### src/rtl/MD_pkg.sv
// Shared packet layout, broadcast node id and egress FSM states for partial-force transmit.
package MD_pkg;

    localparam int CELL_ID_WIDTH     = 3;
    localparam int PARTICLE_ID_WIDTH = 8;
    localparam int FORCE_WIDTH       = 32;
    localparam int NODE_ID_WIDTH     = 4;

    // Packet layout, LSB first: force x/y/z, particle id, cell id (3 coords)
    localparam int FRC_FORCE_LSB        = 0;
    localparam int FRC_PID_LSB          = FRC_FORCE_LSB + 3 * FORCE_WIDTH;
    localparam int FRC_CELL_LSB         = FRC_PID_LSB + PARTICLE_ID_WIDTH;
    localparam int FRC_PKT_STRUCT_WIDTH = FRC_CELL_LSB + 3 * CELL_ID_WIDTH;

    localparam logic [NODE_ID_WIDTH-1:0] NODE_ID_BCAST = '1;

    typedef enum logic [1:0] {
        PTX_IDLE,
        PTX_DRAIN,
        PTX_SEND_LAST
    } ptx_state_t;

    // True when every force component is +0 or -0 (sign bits ignored).
    function automatic logic force_is_zero(input logic [FRC_PKT_STRUCT_WIDTH-1:0] pkt);
        logic [FRC_PKT_STRUCT_WIDTH-1:0] mag_mask;
        mag_mask = '0;
        for (int i = 0; i < 3; i++) begin
            mag_mask[FRC_FORCE_LSB + i * FORCE_WIDTH +: FORCE_WIDTH - 1] = '1;
        end
        return (pkt & mag_mask) == '0;
    endfunction

endpackage

### src/rtl/partial_force_tx_fifo.sv
// Synchronous FIFO for egress partial-force packets (module frc_tx_fifo).
module frc_tx_fifo #(
    parameter int unsigned DEPTH = 16,
    parameter int unsigned WIDTH = 8
) (
    input  logic                           clk,
    input  logic                           rst,
    input  logic                           push,
    input  logic [WIDTH-1:0]               wdata,
    input  logic                           pop,
    output logic [WIDTH-1:0]               rdata,
    output logic [$clog2(DEPTH+1)-1:0]     count,
    output logic                           full,
    output logic                           empty
);

    localparam int unsigned AW = $clog2(DEPTH);
    localparam int unsigned CW = $clog2(DEPTH + 1);

    logic [WIDTH-1:0] mem [DEPTH];
    logic [AW-1:0]    wr_ptr_q;
    logic [AW-1:0]    rd_ptr_q;
    logic [CW-1:0]    count_q;

    always_ff @(posedge clk) begin
        if (rst) begin
            wr_ptr_q <= '0;
            rd_ptr_q <= '0;
            count_q  <= '0;
        end else begin
            if (push) wr_ptr_q <= wr_ptr_q + 1'b1;
            if (pop)  rd_ptr_q <= rd_ptr_q + 1'b1;
            count_q <= count_q + CW'(push) - CW'(pop);
        end
    end

    always_ff @(posedge clk) begin
        if (push) mem[wr_ptr_q] <= wdata;
    end

    assign rdata = mem[rd_ptr_q];
    assign count = count_q;
    assign full  = (count_q == CW'(DEPTH));
    assign empty = (count_q == '0);

endmodule

### src/rtl/partial_force_tx.sv
// Egress buffer for released partial-force packets toward the inter-FPGA router.
// Optional PFTX_ZERO_DROP_EN: packets with all-zero force are discarded at the input.
module partial_force_tx
    import MD_pkg::*;
#(
    parameter int unsigned DEPTH        = 16,
    parameter int unsigned AFULL_MARGIN = 4
) (
    input  logic                            clk,
    input  logic                            rst,
    input  logic                            nb_frc_release_valid,
    input  logic [FRC_PKT_STRUCT_WIDTH-1:0] nb_frc_release,
    input  logic [NODE_ID_WIDTH-1:0]        node_id_release,
    input  logic                            iter_done,
    output logic [FRC_PKT_STRUCT_WIDTH-1:0] tx_data,
    output logic [NODE_ID_WIDTH-1:0]        tx_dest,
    output logic                            tx_last,
    output logic                            tx_valid,
    input  logic                            tx_ready,
    output logic                            almost_full,
    output logic                            overflow,
    output logic [15:0]                     tx_cnt
);

    localparam int unsigned CW = $clog2(DEPTH + 1);
    localparam int unsigned RW = $clog2(DEPTH + 2);
    localparam int unsigned PW = NODE_ID_WIDTH + FRC_PKT_STRUCT_WIDTH;

    ptx_state_t                      state_q, state_d;
    logic [RW-1:0]                   drain_rem_q, drain_rem_d;
    logic [RW-1:0]                   drain_init;
    logic                            out_valid_q;
    logic [FRC_PKT_STRUCT_WIDTH-1:0] out_data_q;
    logic [NODE_ID_WIDTH-1:0]        out_dest_q;
    logic                            overflow_q;
    logic [15:0]                     tx_cnt_q;
    logic [FRC_PKT_STRUCT_WIDTH-1:0] term_data;

    logic          keep, wr_en, load_allow, fifo_pop, fifo_full, fifo_empty;
    logic [PW-1:0] fifo_rdata;
    logic [CW-1:0] fifo_count;
    logic          xfer_data, xfer_last;

`ifdef PFTX_ZERO_DROP_EN
    assign keep = !force_is_zero(nb_frc_release);
`else
    assign keep = 1'b1;
`endif

    assign xfer_data = out_valid_q && tx_ready;
    assign xfer_last = (state_q == PTX_SEND_LAST) && tx_ready;

    // In DRAIN only packets counted at iter_done may reach the output register.
    always_comb begin
        load_allow = 1'b0;
        unique case (state_q)
            PTX_IDLE:      load_allow = 1'b1;
            PTX_DRAIN:     load_allow = drain_rem_q > RW'(out_valid_q);
            PTX_SEND_LAST: load_allow = 1'b0;
            default:       load_allow = 1'b0;
        endcase
    end

    assign fifo_pop = (!out_valid_q || tx_ready) && !fifo_empty && load_allow;
    assign wr_en    = nb_frc_release_valid && keep && (!fifo_full || fifo_pop);

    frc_tx_fifo #(
        .DEPTH (DEPTH),
        .WIDTH (PW)
    ) u_fifo (
        .clk   (clk),
        .rst   (rst),
        .push  (wr_en),
        .wdata ({node_id_release, nb_frc_release}),
        .pop   (fifo_pop),
        .rdata (fifo_rdata),
        .count (fifo_count),
        .full  (fifo_full),
        .empty (fifo_empty)
    );

    // Packets still owed this iteration after this cycle's transfer and write.
    assign drain_init = RW'(fifo_count) + RW'(out_valid_q) + RW'(wr_en) - RW'(xfer_data);

    always_comb begin
        state_d     = state_q;
        drain_rem_d = drain_rem_q;
        unique case (state_q)
            PTX_IDLE: begin
                if (iter_done) begin
                    drain_rem_d = drain_init;
                    state_d     = (drain_init == '0) ? PTX_SEND_LAST : PTX_DRAIN;
                end
            end
            PTX_DRAIN: begin
                if (xfer_data) begin
                    drain_rem_d = drain_rem_q - 1'b1;
                    if (drain_rem_q == RW'(1)) state_d = PTX_SEND_LAST;
                end
            end
            PTX_SEND_LAST: begin
                if (tx_ready) state_d = PTX_IDLE;
            end
            default: state_d = PTX_IDLE;
        endcase
    end

    always_ff @(posedge clk) begin
        if (rst) begin
            state_q     <= PTX_IDLE;
            drain_rem_q <= '0;
            out_valid_q <= 1'b0;
            out_data_q  <= '0;
            out_dest_q  <= '0;
            overflow_q  <= 1'b0;
            tx_cnt_q    <= '0;
        end else begin
            state_q     <= state_d;
            drain_rem_q <= drain_rem_d;
            if (fifo_pop) begin
                {out_dest_q, out_data_q} <= fifo_rdata;
                out_valid_q              <= 1'b1;
            end else if (xfer_data) begin
                out_valid_q <= 1'b0;
            end
            if (nb_frc_release_valid && keep && !wr_en) overflow_q <= 1'b1;
            if (xfer_last) begin
                tx_cnt_q <= '0;
            end else if (xfer_data && (tx_cnt_q != 16'hFFFF)) begin
                tx_cnt_q <= tx_cnt_q + 16'd1;
            end
        end
    end

    always_comb begin
        term_data = '0;
        term_data[FRC_PID_LSB +: PARTICLE_ID_WIDTH] = tx_cnt_q[PARTICLE_ID_WIDTH-1:0];
    end

    assign tx_last     = (state_q == PTX_SEND_LAST);
    assign tx_valid    = out_valid_q || tx_last;
    assign tx_data     = tx_last ? term_data : out_data_q;
    assign tx_dest     = tx_last ? NODE_ID_BCAST : out_dest_q;
    assign almost_full = fifo_count >= CW'(DEPTH - AFULL_MARGIN);
    assign overflow    = overflow_q;
    assign tx_cnt      = tx_cnt_q;

endmodule
### config.mk
export PLATFORM = sky130hd
export DESIGN_NAME = partial_force_tx
export DESIGN_NICKNAME = d
export VERILOG_FILES = /design/src/rtl/MD_pkg.sv /design/src/rtl/partial_force_tx_fifo.sv /design/src/rtl/partial_force_tx.sv
export SDC_FILE = /design/constraint.sdc
export NUM_CORES = 2
export LEC_CHECK = 0
export CAP_MARGIN = 30
export CELL_PAD_IN_SITES_DETAIL_PLACEMENT = 1
export CELL_PAD_IN_SITES_GLOBAL_PLACEMENT = 2
export CORE_MARGIN = 4
export CORE_UTILIZATION = 35
export CTS_CLUSTER_SIZE = 8
export DETAILED_ROUTE_END_ITERATION = 12
export PLACE_DENSITY_LB_ADDON = 0.1
export SETUP_SLACK_MARGIN = 0.05
export SLEW_MARGIN = 10
export SYNTH_ARGS = -nofsm -noshare
export SYNTH_HDL_FRONTEND = slang
export SYNTH_HIERARCHICAL = 1
export SYNTH_SLANG_ARGS = --single-unit
### constraint.sdc
create_clock -name clk -period 8.2 [get_ports clk]
set_input_delay 1.64 -clock clk [delete_from_list [all_inputs] [get_ports clk]]
set_output_delay 1.64 -clock clk [all_outputs]
set_load 0.05 [all_outputs]
==> results.py <==
metrics = {
    "worst_setup_path": {
        "slowest_stage": "clkdlybuf4s50_1",
        "crit_fanout": 61,
        "worstPathRequired_ns": 6.56,
        "path_cells": "nand2b_4, buf_4, and2_1, clkdlybuf4s50_1",
        "slowest_delay_ns": 0.82,
        "arrival_ns": 3.85,
        "worstSetupPathType": "flop to output pin",
        "cp-start-kind": "flop",
        "worst_setup_path_end_kind": "output pin",
    },
    "clock_tree": {
        "cts-root-buf": "clkbuf_16",
        "cts_buffer_depth": 4,
        "clkLatencyLatePin_ns": 0.90,
        "ctsHoldBuffers": 0,
        "post_cts_buffers": 0,
        "cts_resized": 0,
        "numClockSinks": 2031,
        "cts_tree": "yes",
        "h-tree-depth": 5,
        "cts_buffers": 304,
        "clk_pin_slew_ns": 0.05,
    },
    "global_routing": {
        "grt_usage": 0.185,
        "use_met1": 0.261,
        "grt_max_degree": 113,
        "antenna_found_initial": 27,
        "grt_pass1_wl_mm": 307,
        "use_met2": 0.293,
        "met3_usage": 0.0389,
        "grt_pass1_vias": 42000,
        "top_usage_layer": "met2",
        "grt-ovfl-total": 0,
    },
    "yosys": {
        "syn-num-nets": 3947,
        "ys.flop_type": "edfxtp_1",
        "syn_inst": 3801,
        "syn_area_um2": 77100,
        "synth-seq-cells": 2031,
        "synth_seq_area_share": 0.771,
        "syn_avg_cell_area_um2": 20.3,
        "synth-edff-count": 1872,
        "yosysUniqueCellTypes": 48,
        "yosys_warnings": 6,
        "async_reset_ff_frac": 0,
    },
    "place": {
        "dp_worst_setup_slack_ns": 2.12,
        "dp_hpwl_mm": 117,
        "portBuffers": 258,
        "place_inst": 6763,
        "gp_routability_congestion": 0.702,
    },
    "drt": {
        "ant_nets": 0,
        "drt_drc_violations_left": 0,
        "via_per_inst": 5.31,
        "drtIter0Drc": 3058,
        "wl_mm": 211,
        "firstDrtPassIters": 5,
        "vias": 38400,
        "avgRoutedWirePerCell_um": 29.2,
    },
    "final_layout": {
        "layout_commonest_cell": "edfxtp_1",
        "drive_above_1_share": 0.200,
        "layout_common_cells": "edfxtp_1 (1872), mux4_2 (468), nand2_1 (391)",
        "syn2layout_area_growth_pct": 18.6,
        "nets": 4361,
        "fin_cells": 7232,
        "fillCellCount": 20400,
    },
    "timing": {
        "finalCritPeriodShare": 0.669,
        "max_freq_mhz": 182,
        "relSlewSlack": 0.317,
        "rsz0062_at_grt": "no",
        "setup_viol": 0,
        "tns_ns": 0,
        "worstMarginPinSlew_ns": 1.02,
        "fin_skew_ns": 0.0405,
        "setup_ws_ns": 2.71,
        "period_needed_ns": 5.49,
        "drv_slew": 0,
        "hold_viol": 0,
    },
    "hold_path": {
        "hold_path_class": "flop to flop",
    },
    "flow_run": {
        "cap_violations": 0,
    },
    "floorplan": {
        "boundaryPins": 259,
        "initial_core_util": 0.353,
        "die_area_um2": 228000,
        "die_h_um": 477,
        "coreArea_um2": 218000,
        "rows": 171,
        "dieWidth_um": 477,
    },
    "power": {
        "p_leak_nw": 28.7,
        "ir_worst_vdd_uv": 262,
        "powerDensity_nw_per_um2": 343,
    },
    "status": {
        "status": "complete, no violations",
    },
}
-- critical path: cells and delay by family (launching register included) --
family	cells	cell delay (ns)
buffers and inverters	2	1.41
and+or+nand+nor	2	0.84
DFF	1	0.50
-- through the flow --
stage,total power [mW],utilization,cell area [um2],hold WS (ns)
finish,31.3,0.419,91400,0.448
global route,32.9,0.419,91400,0.465
CTS,31.9,0.419,91400,0.450
detailed placement,20.7,0.381,83100,0.443
global placement,20.7,0.381,83000,0.440
floorplan,18.0,-,77100,0.431
-- cells in the mapped netlist (all sizes together), types with 11 or more instances --
library cell,n,area [um2]
a21oi,129,646
a22oi,235,1760
and2,123,769
buf,122,717
clkbuf,92,345
dfxtp,159,3180
edfxtp,1872,56200
ha,21,263
inv,21,78.8
mux4,468,10500
nand2,391,1470
nand2b,11,68.8
nand3,13,65.1
nor2,40,150
xor2,16,140
-- logic make-up (layout without fill, tap and decap cells) --
family | Yosys count | after routing | share of synthesized area
adder cells (fa/ha/maj) | 24 | 24 | 0.00419
XOR/XNOR | 24 | 24 | 0.00273
multiplexers | 471 | 471 | 0.137
other | 0 | 8 | 0
flip-flops | 2031 | 2031 | 0.771
AND/OR/NAND/NOR | 628 | 628 | 0.0371
buffers and inverters | 236 | 805 | 0.0149
AO/OA/AOI/OAI | 387 | 387 | 0.0333
-- report_power, final --
part	switching (mW)	internal (mW)	leakage [nW]
logic	4.83	3.14	6.45
clock network	4.27	6.81	3.99
registers	0.341	11.9	18.2
-- flip-flops by register name, summed over array words and instances, names as in the netlist, named ones only --
register         cells
u_fifo/count         5
u_fifo/mem        1872
u_fifo/wr_ptr_q      4
out_valid_q          1
overflow             1
u_fifo/rd_ptr_q      4
out_data_q         113
out_dest_q           4
tx_cnt              16
state_q              2
drain_rem_q          5
-- routing by layer --
metal  vias up  routed length, um
met5         -                 57
met4        10               4040
met3       284              10400
met2       881             100000
met1     21000              96300
li1      16300                  -
-- final timing paths --
path                  start            endpoint  slack (ns)  depth (start not counted)
max              state_q[0]         tx_data[42]        2.71                          4
min          out_data_q[17]      out_data_q[17]        0.45                          2
max reg2reg     out_valid_q  u_fifo/mem[2][115]        3.43                          8
min reg2reg  out_data_q[17]      out_data_q[17]        0.45                          2
-- cell type report --
type                    count  area [um2]  area share
clock buffers             453        8220      0.0899
flip-flops and latches   2031       59400       0.650
inverters                  22        90.1    0.000986
diodes                      8        20.0    0.000219
well taps                2854        3570      0.0391
clock inverters             8        88.8    0.000972
multi-input cells        1534       16600       0.182
repair buffers            322        3410      0.0373
(Power assumes the default switching activity.)
